$ cat src/rtl/ipv6_udp_pad_insert_pkg.sv
// rtl/ipv6_udp_pad_insert_pkg.sv - XGMII codes, pad FSM states and lane address helper
package ipv6_udp_pad_insert_pkg;

    localparam int          CNT_W      = 11;
    localparam logic [7:0]  XGMII_IDLE = 8'h07;
    localparam logic [7:0]  XGMII_TERM = 8'hFD;
    localparam logic [63:0] IDLE_BEAT  = {8{XGMII_IDLE}};

    typedef enum logic [1:0] {
        ST_IDLE,
        ST_ARMED,
        ST_WAIT,
        ST_HOLD
    } pad_state_t;

    // 11-bit modulo octet address of a lane compared against a target address
    function automatic logic lane_hits(input logic [CNT_W-1:0] base, input int lane,
                                       input logic [CNT_W-1:0] addr);
        return (base + CNT_W'(lane)) == addr;
    endfunction

endpackage

$ cat src/rtl/ipv6_udp_pad_insert_if.sv
// rtl/ipv6_udp_pad_insert_if.sv - TX stream and pad control bundle for the pad insert stage
interface ipv6_udp_pad_insert_if;
    import ipv6_udp_pad_insert_pkg::*;

    logic [63:0]      txd_i;
    logic [7:0]       txc_i;
    logic [CNT_W-1:0] eth_count_base_i;
    logic             ipv6_padchg_flag_i;
    logic [CNT_W-1:0] chkpad_addr_base_i;
    logic [15:0]      chksum_pad_i;
    logic [63:0]      txd_o;
    logic [7:0]       txc_o;
    logic [CNT_W-1:0] eth_count_base_o;
    logic             pad_patched_o;

    modport master (
        output txd_i, txc_i, eth_count_base_i, ipv6_padchg_flag_i, chkpad_addr_base_i, chksum_pad_i,
        input  txd_o, txc_o, eth_count_base_o, pad_patched_o
    );

    modport slave (
        input  txd_i, txc_i, eth_count_base_i, ipv6_padchg_flag_i, chkpad_addr_base_i, chksum_pad_i,
        output txd_o, txc_o, eth_count_base_o, pad_patched_o
    );

endinterface

$ cat src/rtl/xgmii_delay_line.sv
// rtl/xgmii_delay_line.sv - enabled fixed-depth delay of an XGMII beat with its octet count
module xgmii_delay_line
    import ipv6_udp_pad_insert_pkg::*;
#(
    parameter int DEPTH = 3,
    parameter int CW    = 11
) (
    input  logic          tx_clk,
    input  logic          tx_rst_n,
    input  logic          clk_en_i,
    input  logic [63:0]   txd_i,
    input  logic [7:0]    txc_i,
    input  logic [CW-1:0] cnt_i,
    output logic [63:0]   txd_o,
    output logic [7:0]    txc_o,
    output logic [CW-1:0] cnt_o
);
    logic [63:0]   txd_q [DEPTH];
    logic [7:0]    txc_q [DEPTH];
    logic [CW-1:0] cnt_q [DEPTH];

    always_ff @(posedge tx_clk or negedge tx_rst_n) begin
        if (!tx_rst_n) begin
            for (int k = 0; k < DEPTH; k++) begin
                txd_q[k] <= IDLE_BEAT;
                txc_q[k] <= '1;
                cnt_q[k] <= '0;
            end
        end else if (clk_en_i) begin
            txd_q[0] <= txd_i;
            txc_q[0] <= txc_i;
            cnt_q[0] <= cnt_i;
            for (int k = 1; k < DEPTH; k++) begin
                txd_q[k] <= txd_q[k-1];
                txc_q[k] <= txc_q[k-1];
                cnt_q[k] <= cnt_q[k-1];
            end
        end
    end

    assign txd_o = txd_q[DEPTH-1];
    assign txc_o = txc_q[DEPTH-1];
    assign cnt_o = cnt_q[DEPTH-1];

endmodule

$ cat src/rtl/ipv6_udp_pad_insert.sv
// rtl/ipv6_udp_pad_insert.sv - delays the TX stream and overwrites the IPv6 UDP checksum pad octets
module ipv6_udp_pad_insert
    import ipv6_udp_pad_insert_pkg::*;
#(
    parameter int CHK_LAT = 2,
    parameter int DLY     = CHK_LAT + 1
) (
    input  logic tx_clk,
    input  logic tx_rst_n,
    input  logic tx_clk_en_i,
    ipv6_udp_pad_insert_if.slave bus
);
    localparam int LAT_W = $clog2(CHK_LAT + 1);

    pad_state_t       state;
    logic [CNT_W-1:0] pad_addr;
    logic [LAT_W-1:0] lat_cnt;
    logic [15:0]      hold;
    logic             hold_vld;

    logic [63:0]      dly_txd;
    logic [7:0]       dly_txc;
    logic [CNT_W-1:0] dly_cnt;
    logic             in_hit;
    logic             in_term;
    logic [63:0]      txd_patched;
    logic             lo_hit;

    xgmii_delay_line #(.DEPTH(DLY), .CW(CNT_W)) u_dly (
        .tx_clk   (tx_clk),
        .tx_rst_n (tx_rst_n),
        .clk_en_i (tx_clk_en_i),
        .txd_i    (bus.txd_i),
        .txc_i    (bus.txc_i),
        .cnt_i    (bus.eth_count_base_i),
        .txd_o    (dly_txd),
        .txc_o    (dly_txc),
        .cnt_o    (dly_cnt)
    );

    always_comb begin
        in_hit  = 1'b0;
        in_term = 1'b0;
        for (int i = 0; i < 8; i++) begin
            if (!bus.txc_i[i] && lane_hits(bus.eth_count_base_i, i, pad_addr))
                in_hit = 1'b1;
            if (bus.txc_i[i] && bus.txd_i[8*i +: 8] == XGMII_TERM)
                in_term = 1'b1;
        end
    end

    // Patch is combinational on the last stage: hold only becomes valid in the cycle that beat emerges
    always_comb begin
        txd_patched = dly_txd;
        lo_hit      = 1'b0;
        for (int j = 0; j < 8; j++) begin
            if (hold_vld && !dly_txc[j] && lane_hits(dly_cnt, j, pad_addr))
                txd_patched[8*j +: 8] = hold[15:8];
            if (hold_vld && lane_hits(dly_cnt, j, pad_addr + CNT_W'(1))) begin
                txd_patched[8*j +: 8] = hold[7:0];
                lo_hit                = 1'b1;
            end
        end
    end

    always_ff @(posedge tx_clk or negedge tx_rst_n) begin
        if (!tx_rst_n) begin
            state    <= ST_IDLE;
            pad_addr <= '0;
            lat_cnt  <= '0;
            hold     <= '0;
            hold_vld <= 1'b0;
        end else if (tx_clk_en_i) begin
            case (state)
                ST_IDLE: begin
                    if (bus.ipv6_padchg_flag_i) begin
                        pad_addr <= bus.chkpad_addr_base_i;
                        state    <= ST_ARMED;
                    end
                end
                ST_ARMED: begin
                    if (in_hit) begin
                        lat_cnt <= LAT_W'(CHK_LAT);
                        state   <= ST_WAIT;
                    end else if (in_term) begin
                        state <= ST_IDLE;
                    end else if (bus.ipv6_padchg_flag_i) begin
                        pad_addr <= bus.chkpad_addr_base_i;
                    end
                end
                ST_WAIT: begin
                    lat_cnt <= lat_cnt - LAT_W'(1);
                    if (lat_cnt == LAT_W'(1)) begin
                        hold     <= bus.chksum_pad_i;
                        hold_vld <= 1'b1;
                        state    <= ST_HOLD;
                    end
                end
                ST_HOLD: begin
                    if (lo_hit) begin
                        hold_vld <= 1'b0;
                        state    <= ST_IDLE;
                    end
                end
                default: state <= ST_IDLE;
            endcase
        end
    end

    assign bus.txd_o            = txd_patched;
    assign bus.txc_o            = dly_txc;
    assign bus.eth_count_base_o = dly_cnt;
    assign bus.pad_patched_o    = lo_hit;

endmodule

$ cat src/flat_wrapper.sv
// flat-port wrapper written by rule: the top's interface ports become plain ports
module ipv6_udp_pad_insert_flat import ipv6_udp_pad_insert_pkg::*;
#(
    parameter int CHK_LAT = 2,
    parameter int DLY     = CHK_LAT + 1
)
  (tx_clk, tx_rst_n, tx_clk_en_i, bus_txd_i, bus_txc_i, bus_eth_count_base_i, bus_ipv6_padchg_flag_i, bus_chkpad_addr_base_i, bus_chksum_pad_i, bus_txd_o, bus_txc_o, bus_eth_count_base_o, bus_pad_patched_o);
  ipv6_udp_pad_insert_if bus_i ();
  input  logic tx_clk;
  input  logic tx_rst_n;
  input  logic tx_clk_en_i;
  input wire logic [$bits(bus_i.txd_i)-1:0] bus_txd_i;
  input wire logic [$bits(bus_i.txc_i)-1:0] bus_txc_i;
  input wire logic [$bits(bus_i.eth_count_base_i)-1:0] bus_eth_count_base_i;
  input wire logic [$bits(bus_i.ipv6_padchg_flag_i)-1:0] bus_ipv6_padchg_flag_i;
  input wire logic [$bits(bus_i.chkpad_addr_base_i)-1:0] bus_chkpad_addr_base_i;
  input wire logic [$bits(bus_i.chksum_pad_i)-1:0] bus_chksum_pad_i;
  output wire logic [$bits(bus_i.txd_o)-1:0] bus_txd_o;
  output wire logic [$bits(bus_i.txc_o)-1:0] bus_txc_o;
  output wire logic [$bits(bus_i.eth_count_base_o)-1:0] bus_eth_count_base_o;
  output wire logic [$bits(bus_i.pad_patched_o)-1:0] bus_pad_patched_o;
  assign bus_i.txd_i = bus_txd_i;
  assign bus_i.txc_i = bus_txc_i;
  assign bus_i.eth_count_base_i = bus_eth_count_base_i;
  assign bus_i.ipv6_padchg_flag_i = bus_ipv6_padchg_flag_i;
  assign bus_i.chkpad_addr_base_i = bus_chkpad_addr_base_i;
  assign bus_i.chksum_pad_i = bus_chksum_pad_i;
  assign bus_txd_o = bus_i.txd_o;
  assign bus_txc_o = bus_i.txc_o;
  assign bus_eth_count_base_o = bus_i.eth_count_base_o;
  assign bus_pad_patched_o = bus_i.pad_patched_o;
  ipv6_udp_pad_insert #(.CHK_LAT(CHK_LAT), .DLY(DLY)) u_core (.tx_clk(tx_clk), .tx_rst_n(tx_rst_n), .tx_clk_en_i(tx_clk_en_i), .bus(bus_i));
endmodule
$ cat config.mk
export PLATFORM = sky130hd
export DESIGN_NAME = ipv6_udp_pad_insert_flat
export DESIGN_NICKNAME = d
export VERILOG_FILES = /design/src/rtl/ipv6_udp_pad_insert_pkg.sv /design/src/rtl/ipv6_udp_pad_insert_if.sv /design/src/rtl/xgmii_delay_line.sv /design/src/rtl/ipv6_udp_pad_insert.sv /design/src/flat_wrapper.sv
export SDC_FILE = /design/constraint.sdc
export NUM_CORES = 1
export LEC_CHECK = 0
export CAP_MARGIN = 20
export CELL_PAD_IN_SITES_DETAIL_PLACEMENT = 1
export CELL_PAD_IN_SITES_GLOBAL_PLACEMENT = 1
export CORE_UTILIZATION = 50
export CTS_BUF_LIST = sky130_fd_sc_hd__clkbuf_8
export CTS_CLUSTER_DIAMETER = 40
export DETAILED_ROUTE_END_ITERATION = 10
export PLACE_DENSITY_LB_ADDON = 0.1
export SYNTH_ARGS = -nofsm -noshare
export SYNTH_HDL_FRONTEND = slang
export SYNTH_SLANG_ARGS = --single-unit
$ cat constraint.sdc
create_clock -name tx_clk -period 7.6 [get_ports tx_clk]
set_clock_uncertainty 0.2 [all_clocks]
set_input_delay 1.52 -clock tx_clk [delete_from_list [all_inputs] [get_ports tx_clk]]
set_output_delay 1.52 -clock tx_clk [all_outputs]
set_load 0.005 [all_outputs]
==> results of run 1 <==
[cells in the final DEF, fill, tap and decap left out, types with 48 or more instances in the layout]
master | Yosys | routed
nor3_1 | 56 | 55
clkdlybuf4s50_1 | 0 | 195
xnor2_1 | 80 | 80
mux2i_1 | 72 | 72
mux2_2 | 265 | 265
a21oi_1 | 48 | 48
dfrtp_1 | 185 | 185
clkbuf_8 | 0 | 66
nand2_1 | 121 | 121
o21ai_0 | 66 | 66
dfstp_2 | 96 | 96
nor2_1 | 79 | 79
[area by class of cell]
cell class              count  area [um^2]  area share
clock inverters            29          151     0.00772
flip-flops and latches    281         7150       0.364
repair buffers            210         2100       0.107
well taps                 442          553      0.0282
inverters                  19         71.3     0.00363
multi-input cells        1100         8690       0.443
clock buffers              66          908      0.0463
[cells in the mapped netlist (all sizes together) (3+ instances only)]
cell,n,area (um^2)
or3,9,56.3
o31ai,6,45.0
nand4,29,188
a21o,3,22.5
a22oi,4,30.0
xnor2,89,881
and2,6,37.5
o22ai,8,50.1
mux2i,72,721
a211oi,7,52.6
ha,20,250
o21ai,67,335
nand3b,10,75.1
nand2,121,454
a21oi,48,240
nand2b,10,62.6
xor2,36,323
inv,19,71.3
mux2,274,3120
nor3b,5,37.5
or2,3,18.8
or4,4,30.0
o211ai,3,22.5
nand4b,5,43.8
nor2b,4,25.0
nand3,30,150
o21a,3,22.5
buf,57,340
dfstp,96,2520
nor3,62,347
a21boi,3,22.5
nor4,23,174
nor2,80,303
a31oi,11,68.8
dfrtp,185,4630
clkbuf,63,239
and4,3,26.3
a311oi,4,35.0
a2111oi,5,87.6
[worst max path at each step]
stage                                           start                              to  slack, ns
floorplan                     bus_eth_count_base_i[0]  u_core.pad_addr[0]$_DFFE_PN0P_       2.88
global placement    u_core.u_dly.cnt_o[2]$_DFFE_PN0P_                   bus_txd_o[19]       0.88
detailed placement  u_core.u_dly.cnt_o[2]$_DFFE_PN0P_                   bus_txd_o[20]       0.81
CTS                 u_core.u_dly.cnt_o[2]$_DFFE_PN0P_                   bus_txd_o[17]       0.17
global route        u_core.u_dly.cnt_o[2]$_DFFE_PN0P_                   bus_txd_o[20]       0.13
finish              u_core.u_dly.cnt_o[2]$_DFFE_PN0P_                    bus_txd_o[8]       0.37
[flip-flops by register name (all words and copies together) (netlist names), named ones only]
register and count:
u_core.u_dly.txd_o 64, u_core.u_dly.cnt_q 22, u_core.u_dly.txc_o 8, u_core.state 1, u_core.hold_vld 1, u_core.lat_cnt 2, u_core.hold 16, u_core.u_dly.txd_q 128
u_core.u_dly.txc_q 16, u_core.u_dly.cnt_o 11, u_core.pad_addr 11
[metal layers]
| layer | vias to the layer above | GRT usage | share of wire |
|---|---|---|---|
| met1 | 6742 | 0.441 | 0.42 |
| met5 | - | 0 | 0 |
| met3 | 149 | 0.0529 | 0.051 |
| met2 | 454 | 0.575 | 0.48 |
| li1 | 5734 | - | - |
| met4 | 0 | 0.160 | 0.046 |
[power breakdown]
part | switching (mW) | total [mW] | internal [mW]
clock network | 0.679 | 1.47 | 0.786
registers | 0.485 | 2.30 | 1.81
logic | 1.46 | 2.59 | 1.13
total | 2.63 | 6.35 | 3.72
[per-stage QoR]
stage	setup slack, ns	total power [mW]	cells
after floorplan	2.88	3.79	1520
after global placement	0.876	4.79	2051
after detailed placement	0.809	4.83	2051
after CTS	0.169	6.33	2146
after global routing	0.132	6.63	2147
final	0.371	6.35	2147
[cells by family (layout without fill, tap and decap cells)]
group | count (synthesis) | count (layout)
AND/OR/NAND/NOR | 411 | 411
multiplexers | 346 | 346
flip-flops | 281 | 281
AO/OA/AOI/OAI | 195 | 195
buffers and inverters | 139 | 324
XOR/XNOR | 127 | 127
adder cells (fa/ha/maj) | 21 | 21
==> results.sh, run 1 <==
export IMPL_outcome="finished clean"
export IMPL_core_area_um2=32500
export IMPL_fin_area_um2=19600
export IMPL_ir_worst_vdd_mv=0.165
export IMPL_maxCapViolCount=0
export IMPL_period_needed_ns=7.23
export IMPL_antenna_found_initial=2
export IMPL_grt_pass1_wl_um=86600
export IMPL_htree_levels=2
export IMPL_ant_nets=0
export IMPL_min_path_type="reg2reg"
export IMPL_timing_rr_end="u_core.state[0]$_DFFE_PN0P_"
export IMPL_placed_area_um2=18500
export IMPL_final_core_util=0.605
export IMPL_synthSimpleGateAreaFrac=0.127
export IMPL_clock_path_buffers=3
export IMPL_synthesis_nets=1654
export IMPL_setup_viol=0
export IMPL_antenna_cells=0
export IMPL_die_w_um=184
export IMPL_worst_r2r_cell_count=10
export IMPL_synth_adder_area_share=0.0158
export IMPL_hold_viol=0
export IMPL_clk_latency_ns=0.63
export IMPL_cp_cell_sequence="ha_1 > nand3_1 > nor3_2 > nand2_1 > o22ai_1 > a22oi_1 > nor3_2 > mux2i_1 > o21ai_0 > clkdlybuf4s50_1"
export IMPL_synth_compound_area_frac=0.0757
export IMPL_power_density_nw_per_um2=324
export IMPL_hold_buffers=0
export IMPL_period_share=0.951
export IMPL_ys_seq_area_frac=0.434
export IMPL_cts_setup_buffers=0
export IMPL_crit_fanout=12
export IMPL_grt_max_degree=172
export IMPL_power_leakage_nw=7.76
export IMPL_cts_tree="yes"
export IMPL_crit_family="simple AND/OR/NAND/NOR gates"
export IMPL_clock_sinks=281
export IMPL_yosysUniqueCellTypes=81
export IMPL_portBuffers=197
export IMPL_placementRows=66
export IMPL_critPathBufInv=1
export IMPL_hold_depth=1
export IMPL_drc=0
export IMPL_required_ns=5.88
export IMPL_slew_viol_final=0
export IMPL_end_kind="output port"
export IMPL_hold_start="u_core.u_dly.cnt_q[17]$_DFFE_PN0P_"
export IMPL_synth_edff_count=0
export IMPL_finalWirelength_um=57200
export IMPL_crit_slowest_cell="nor3_2"
export IMPL_yosys_warnings=0
export IMPL_clk_pin_slew_worst_paths_ns=0.05
export IMPL_r2r_start="u_core.u_dly.cnt_o[2]$_DFFE_PN0P_"
export IMPL_hold_path_end="u_core.u_dly.cnt_o[6]$_DFFE_PN0P_"
export IMPL_slew_headroom=0.268
export IMPL_dpl_hpwl_um=40800
export IMPL_r2r_slack_ns=2.71
export IMPL_synthXorXnorAreaFrac=0.0757
export IMPL_syn_avg_cell_area_um2=10.8
export IMPL_grt_overflow=0
export IMPL_ys_seq_elements=281
export IMPL_nFillCells=3445
export IMPL_criticalPathCategory="reg2out"
export IMPL_drt_pass1_iter_count=5
export IMPL_slowest_delay_ns=0.80
export IMPL_netlist_instances=1520
export IMPL_synth_top_family_by_area="multiplexers"
export IMPL_drive_above_1_share=0.288
export IMPL_die_area_um2=33700
export IMPL_synthMuxAreaShare=0.233
export IMPL_synthArstFlopShare=1.00
export IMPL_rsz0062_at_grt="no"
export IMPL_ctsResizeCount=0
export IMPL_fin_hold_ws_ns=0.301
export IMPL_arrival_ns=5.51
export IMPL_fin_nets=1797
export IMPL_syn2layout_area_growth_pct=19.0
export IMPL_clockRootBuffer="clkbuf_8"
export IMPL_worstSetupStartpointType="flip-flop"
export IMPL_ios=198
export IMPL_path_common_cell="nor3_2"
export IMPL_cp_depth=10
export IMPL_setup_tns_ns=0
export IMPL_cts_buffers=51
export IMPL_grt_use_total=0.345
export IMPL_die_h_um=184
export IMPL_gp_congestion=0.979
export IMPL_initial_core_util=0.508
export IMPL_syn_cell_area_um2=16500
export IMPL_worstMarginPinSlew_ns=1.09
export IMPL_wl_per_cell_um=26.6
export IMPL_via_per_inst=6.09
export IMPL_grt_pass1_vias=14000
export IMPL_drt_iter0_markers=962
export IMPL_synth_ff_type="dfrtp_1"
export IMPL_clock_fmax_mhz=138
export IMPL_vias=13100
Power figures use the tool's default switching activity.
==> run 2, diff against run 1 <==
--- a/config.mk
+++ b/config.mk
@@ -13,6 +13,7 @@
 export CTS_CLUSTER_DIAMETER = 40
 export DETAILED_ROUTE_END_ITERATION = 10
 export PLACE_DENSITY_LB_ADDON = 0.1
+export SLEW_MARGIN = 10
 export SYNTH_ARGS = -nofsm -noshare
 export SYNTH_HDL_FRONTEND = slang
 export SYNTH_SLANG_ARGS = --single-unit
==> run 2 against run 1 <==
Register-to-register slack improved by 0.04 ns; wire length about the same; sequential share of layout area about the same; first-iteration DRC count is 7.6% lower; clock power barely moved.
==> results.sh, run 2 (synthesized netlist as in run 1, its figures left out) <==
export IMPL_period_needed_ns=7.19
export IMPL_slew_headroom=0.279
export IMPL_hold_path_end="u_core.u_dly.cnt_o[6]$_DFFE_PN0P_"
export IMPL_initial_core_util=0.508
export IMPL_path_common_cell="nor3_2"
export IMPL_layout_common_cells="mux2_2, clkdlybuf4s50_1, dfrtp_1, nand2_1, dfstp_2"
export IMPL_grt_overflow=0
export IMPL_grt_max_degree=172
export IMPL_nFillCells=3446
export IMPL_core_area_um2=32500
export IMPL_clock_fmax_mhz=139
export IMPL_final_common_cell="mux2_2"
export IMPL_clk_pin_slew_worst_paths_ns=0.06
export IMPL_die_h_um=184
export IMPL_antenna_found_initial=2
export IMPL_hold_depth=1
export IMPL_placementRows=66
export IMPL_grt_pass1_wl_um=86600
export IMPL_drive_above_1_share=0.288
export IMPL_r2r_slack_ns=2.75
export IMPL_hold_viol=0
export IMPL_arrival_ns=5.47
export IMPL_crit_slowest_cell="nor3_2"
export IMPL_antenna_cells=0
export IMPL_htree_levels=2
export IMPL_timing_rr_end="u_core.state[0]$_DFFE_PN0P_"
export IMPL_r2r_start="u_core.u_dly.cnt_o[2]$_DFFE_PN0P_"
export IMPL_portBuffers=197
export IMPL_dpl_hpwl_um=40800
export IMPL_vias=13000
export IMPL_largest_reg_flops=128
export IMPL_largest_register="u_core.u_dly.txd_q"
export IMPL_clock_sinks=281
export IMPL_die_area_um2=33700
export IMPL_slew_viol_final=0
export IMPL_hold_start="u_core.u_dly.cnt_q[17]$_DFFE_PN0P_"
export IMPL_ant_nets=0
export IMPL_wl_per_cell_um=26.6
export IMPL_crit_fanout=12
export IMPL_slowest_delay_ns=0.80
export IMPL_setup_tns_ns=0
export IMPL_power_leakage_nw=7.76
export IMPL_criticalPathCategory="reg2out"
export IMPL_ios=198
export IMPL_required_ns=5.88
export IMPL_worst_r2r_cell_count=10
export IMPL_worstSetupStartpointType="flip-flop"
export IMPL_outcome="finished clean"
export IMPL_finalWirelength_um=57200
export IMPL_cp_cell_sequence="ha_1 > nand3_1 > nor3_2 > nand2_1 > o22ai_1 > a22oi_1 > nor3_2 > mux2i_1 > o21ai_0 > clkdlybuf4s50_1"
export IMPL_drc=0
export IMPL_via_per_inst=6.07
export IMPL_ir_worst_vdd_mv=0.166
export IMPL_min_path_type="reg2reg"
export IMPL_end_kind="output port"
export IMPL_syn2layout_area_growth_pct=19.0
export IMPL_drt_iter0_markers=889
export IMPL_grt_pass1_vias=14000
export IMPL_cts_buffers=51
export IMPL_gp_congestion=0.979
export IMPL_grt_use_total=0.345
export IMPL_period_share=0.946
export IMPL_clockRootBuffer="clkbuf_8"
export IMPL_setup_viol=0
export IMPL_maxCapViolCount=0
export IMPL_drt_pass1_iter_count=5
export IMPL_clk_latency_ns=0.63
export IMPL_finalPower_mw=6.35
export IMPL_worstMarginPinSlew_ns=1.07
export IMPL_fin_nets=1797
export IMPL_critPathBufInv=1
export IMPL_rsz0062_at_grt="no"
export IMPL_die_w_um=184
export IMPL_crit_family="simple AND/OR/NAND/NOR gates"
export IMPL_cts_tree="yes"
export IMPL_clock_path_buffers=3
export IMPL_power_density_nw_per_um2=324
## run 2: cell types whose count changed in the layout (fill, tap and decap cells not counted)
cell / before / now
buf_4: 11 / 12
buf_6: 1 / 0
## run 2: what timing repair did
item | in CTS | in global routing
hold buffers | 0 | 0
setup endpoints to repair | 0 | 16
gates resized for setup | 0 | 1
hold endpoints to repair | 0 | 0
setup buffers | 0 | 0
## run 2: report_power, final
part / internal, mW / leakage, nW / switching [mW]
registers: 1.81 / 3.20 / 0.485
clock network: 0.786 / 0.614 / 0.679
logic: 1.13 / 3.95 / 1.46
## run 2: worst max-delay path by stage
stage / start / endpoint / slack [ns] / depth (start not counted)
floorplan: bus_eth_count_base_i[0] / u_core.pad_addr[0]$_DFFE_PN0P_ / 2.88 / 14
global placement: u_core.u_dly.cnt_o[2]$_DFFE_PN0P_ / bus_txd_o[19] / 0.88 / 9
detailed placement: u_core.u_dly.cnt_o[2]$_DFFE_PN0P_ / bus_txd_o[20] / 0.81 / 9
CTS: u_core.u_dly.cnt_o[2]$_DFFE_PN0P_ / bus_txd_o[17] / 0.17 / 9
global route: u_core.u_dly.cnt_o[2]$_DFFE_PN0P_ / bus_txd_o[20] / 0.13 / 9
finish: u_core.u_dly.cnt_o[2]$_DFFE_PN0P_ / bus_txd_o[8] / 0.41 / 10
## run 2: area by class of cell
type,count,area [um^2],share of cell area
Clock buffer,66,908,0.0463
Clock inverter,29,151,0.00772
Inverter,19,71.3,0.00364
Multi-Input combinational cell,1100,8690,0.443
Sequential cell,281,7150,0.365
Tap cell,442,553,0.0282
Timing Repair Buffer,210,2090,0.107
## run 2: worst reg2reg max path, delay by kind of cell (launching register included)
| kind | cells | cell delay, ns |
|---|---|---|
| AOI/OAI and AO/OA | 1 | 0.41 |
| DFF | 1 | 0.66 |
| adders and majority gates | 1 | 0.67 |
| and+or+nand+nor | 7 | 2.63 |
| xor gates and xnor gates | 1 | 0.17 |
## run 2: stage by stage
stage               area (um^2)  utilization  cells  worst slack [ns]  hold slack (ns)
floorplan                 16500            -   1520              2.88            0.249
global placement          18500        0.571   2051             0.876            0.267
detailed placement        18500        0.571   2051             0.809            0.291
CTS                       19600        0.604   2146             0.169            0.298
global route              19600        0.605   2147             0.132            0.318
finish                    19600        0.605   2147             0.411            0.299
## run 2: metal layers
metal / vias to the layer above / GRT usage / part of all wire / wire, um
li1: 5728 / - / - / -
met1: 6703 / 0.441 / 0.42 / 24000
met2: 464 / 0.575 / 0.48 / 27500
met3: 146 / 0.0529 / 0.054 / 3070
met4: 0 / 0.160 / 0.045 / 2560
met5: - / 0 / 0 / 0
==> run 3, diff against run 2 <==
--- a/config.mk
+++ b/config.mk
@@ -11,6 +11,7 @@
 export CORE_UTILIZATION = 50
 export CTS_BUF_LIST = sky130_fd_sc_hd__clkbuf_8
 export CTS_CLUSTER_DIAMETER = 40
+export CTS_CLUSTER_SIZE = 25
 export DETAILED_ROUTE_END_ITERATION = 10
 export PLACE_DENSITY_LB_ADDON = 0.1
 export SLEW_MARGIN = 10
==> run 3 against run 2 <==
Critical path depth is 1 lower; utilization is 0.27 points lower; sequential power hardly changed; wire length is 0.26% higher; worst hold slack worse by 0.0047 ns; cell area is 0.44% lower; maximum frequency is 0.85% lower; non-clock buffer count stayed put; first-iteration DRC count is 0.90% lower; via count is 1.5% lower; worst setup slack worse by 0.061 ns; largest cell class unchanged; highest routed layer unchanged.
==> results.sh, run 3 (synthesized netlist as in run 1, its figures left out) <==
export IMPL_r2r_start="u_core.u_dly.cnt_o[2]$_DFFE_PN0P_"
export IMPL_grt_max_degree=172
export IMPL_min_path_type="reg2reg"
export IMPL_wl_per_cell_um=26.9
export IMPL_final_core_util=0.602
export IMPL_ios=198
export IMPL_final_common_cell="mux2_2"
export IMPL_htree_levels=2
export IMPL_finalWirelength_um=57300
export IMPL_wl_met3_um=2880
export IMPL_drt_iter0_markers=881
export IMPL_vias=12800
export IMPL_grt_pass1_wl_um=86600
export IMPL_slew_headroom=0.271
export IMPL_dpl_hpwl_um=40800
export IMPL_arrival_ns=5.53
export IMPL_criticalPathCategory="reg2out"
export IMPL_antenna_found_initial=1
export IMPL_syn2layout_area_growth_pct=18.5
export IMPL_cts_buffers=42
export IMPL_hold_buffers=0
export IMPL_grt_use_total=0.346
export IMPL_required_ns=5.88
export IMPL_slew_viol_final=0
export IMPL_fin_hold_ws_ns=0.294
export IMPL_clk_pin_slew_worst_paths_ns=0.06
export IMPL_clockRootBuffer="clkbuf_8"
export IMPL_timing_rr_end="u_core.state[0]$_DFFE_PN0P_"
export IMPL_core_area_um2=32500
export IMPL_period_needed_ns=7.25
export IMPL_nFillCells=3446
export IMPL_die_w_um=184
export IMPL_worstMarginPinSlew_ns=1.09
export IMPL_die_h_um=184
export IMPL_layout_common_cells="mux2_2, clkdlybuf4s50_1, dfrtp_1, nand2_1, dfstp_2"
export IMPL_r2r_slack_ns=2.75
export IMPL_placementRows=66
export IMPL_critPathCapture="bus_txd_o[20]"
export IMPL_outcome="finished clean"
export IMPL_power_density_nw_per_um2=325
export IMPL_grt_pass1_vias=13800
export IMPL_routed_wl_met2_um=27400
export IMPL_maxCapViolCount=0
export IMPL_hold_depth=1
export IMPL_worst_r2r_cell_count=10
export IMPL_cts_setup_buffers=0
export IMPL_fin_nets=1788
export IMPL_largest_reg_flops=128
export IMPL_initial_core_util=0.508
export IMPL_largest_register="u_core.u_dly.txd_q"
export IMPL_placed_area_um2=18500
export IMPL_ant_nets=0
export IMPL_rsz0062_at_grt="no"
export IMPL_met1_length_um=24500
export IMPL_drc=0
export IMPL_finalNonFillerCells=2130
export IMPL_ir_worst_vdd_mv=0.166
export IMPL_setup_tns_ns=0
export IMPL_ctsResizeCount=0
export IMPL_gp_congestion=0.979
export IMPL_end_kind="output port"
export IMPL_worstSetupStartpoint="u_core.u_dly.cnt_o[2]$_DFFE_PN0P_"
export IMPL_setup_viol=0
export IMPL_drive_above_1_share=0.289
export IMPL_period_share=0.954
export IMPL_worstSetupStartpointType="flip-flop"
export IMPL_die_area_um2=33700
export IMPL_highest_layer="met4"
export IMPL_clock_sinks=281
export IMPL_fin_area_um2=19500
export IMPL_portBuffers=197
export IMPL_numPlacedInstances=2051
export IMPL_crit_fanout=12
export IMPL_hold_viol=0
export IMPL_cts_tree="yes"
export IMPL_grt_overflow=0
export IMPL_antenna_cells=0
export IMPL_clock_fmax_mhz=138
export IMPL_power_leakage_nw=7.65
export IMPL_clk_latency_ns=0.65
export IMPL_clock_path_buffers=3
export IMPL_via_per_inst=6.03
export IMPL_drt_pass1_iter_count=5
-- run 3: how the worst min path moves through the flow --
stage                                        startpoint  slack [ns]                            endpoint
finish              u_core.u_dly.txd_q[124]$_DFFE_PN0P_        0.29  u_core.u_dly.txd_o[60]$_DFFE_PN0P_
global route        u_core.u_dly.txd_q[103]$_DFFE_PN0P_        0.32  u_core.u_dly.txd_o[39]$_DFFE_PN0P_
detailed placement   u_core.u_dly.cnt_q[22]$_DFFE_PN0P_        0.29  u_core.u_dly.cnt_q[11]$_DFFE_PN0P_
CTS                 u_core.u_dly.txd_q[133]$_DFFE_PN0P_        0.30  u_core.u_dly.txd_q[69]$_DFFE_PN0P_
global placement     u_core.u_dly.cnt_q[19]$_DFFE_PN0P_        0.27   u_core.u_dly.cnt_o[8]$_DFFE_PN0P_
floorplan            u_core.u_dly.cnt_q[11]$_DFFE_PN0P_        0.25   u_core.u_dly.cnt_o[0]$_DFFE_PN0P_
-- run 3: stage by stage --
stage                     setup WS [ns]  power (mW)
after floorplan                    2.88        3.79
after global placement            0.876        4.79
after detailed placement          0.809        4.83
after CTS                         0.136        6.31
after global routing              0.105        6.61
final                             0.349        6.34
-- run 3: critical path, cell delays in order (launching register included) --
cell and delay [ns]:
dfrtp_1 0.67, ha_1 0.67, nand3_1 0.54, nor3_2 0.59, xnor2_1 0.25, nand4_1 0.19, a2111oi_4 0.99, mux2i_1 0.21
o21ai_0 0.25, clkdlybuf4s50_1 0.55
-- run 3: power breakdown --
group | internal, mW | switching (mW)
Combinational | 1.13 | 1.46
Sequential | 1.81 | 0.487
Clock | 0.755 | 0.698
-- run 3: metal layers --
| metal | track usage | vias up |
|---|---|---|
| met5 | 0 | - |
| met4 | 0.151 | 0 |
| met3 | 0.0547 | 140 |
| met2 | 0.574 | 427 |
| met1 | 0.448 | 6562 |
| li1 | - | 5715 |
-- run 3: area by class of cell --
class	instances	area, um^2	area share
Multi-Input combinational cell	1100	8690	0.445
Sequential cell	281	7150	0.366
Timing Repair Buffer	210	2090	0.107
Clock buffer	45	619	0.0317
Tap cell	442	553	0.0283
Clock inverter	33	354	0.0181
Inverter	19	71.3	0.00365
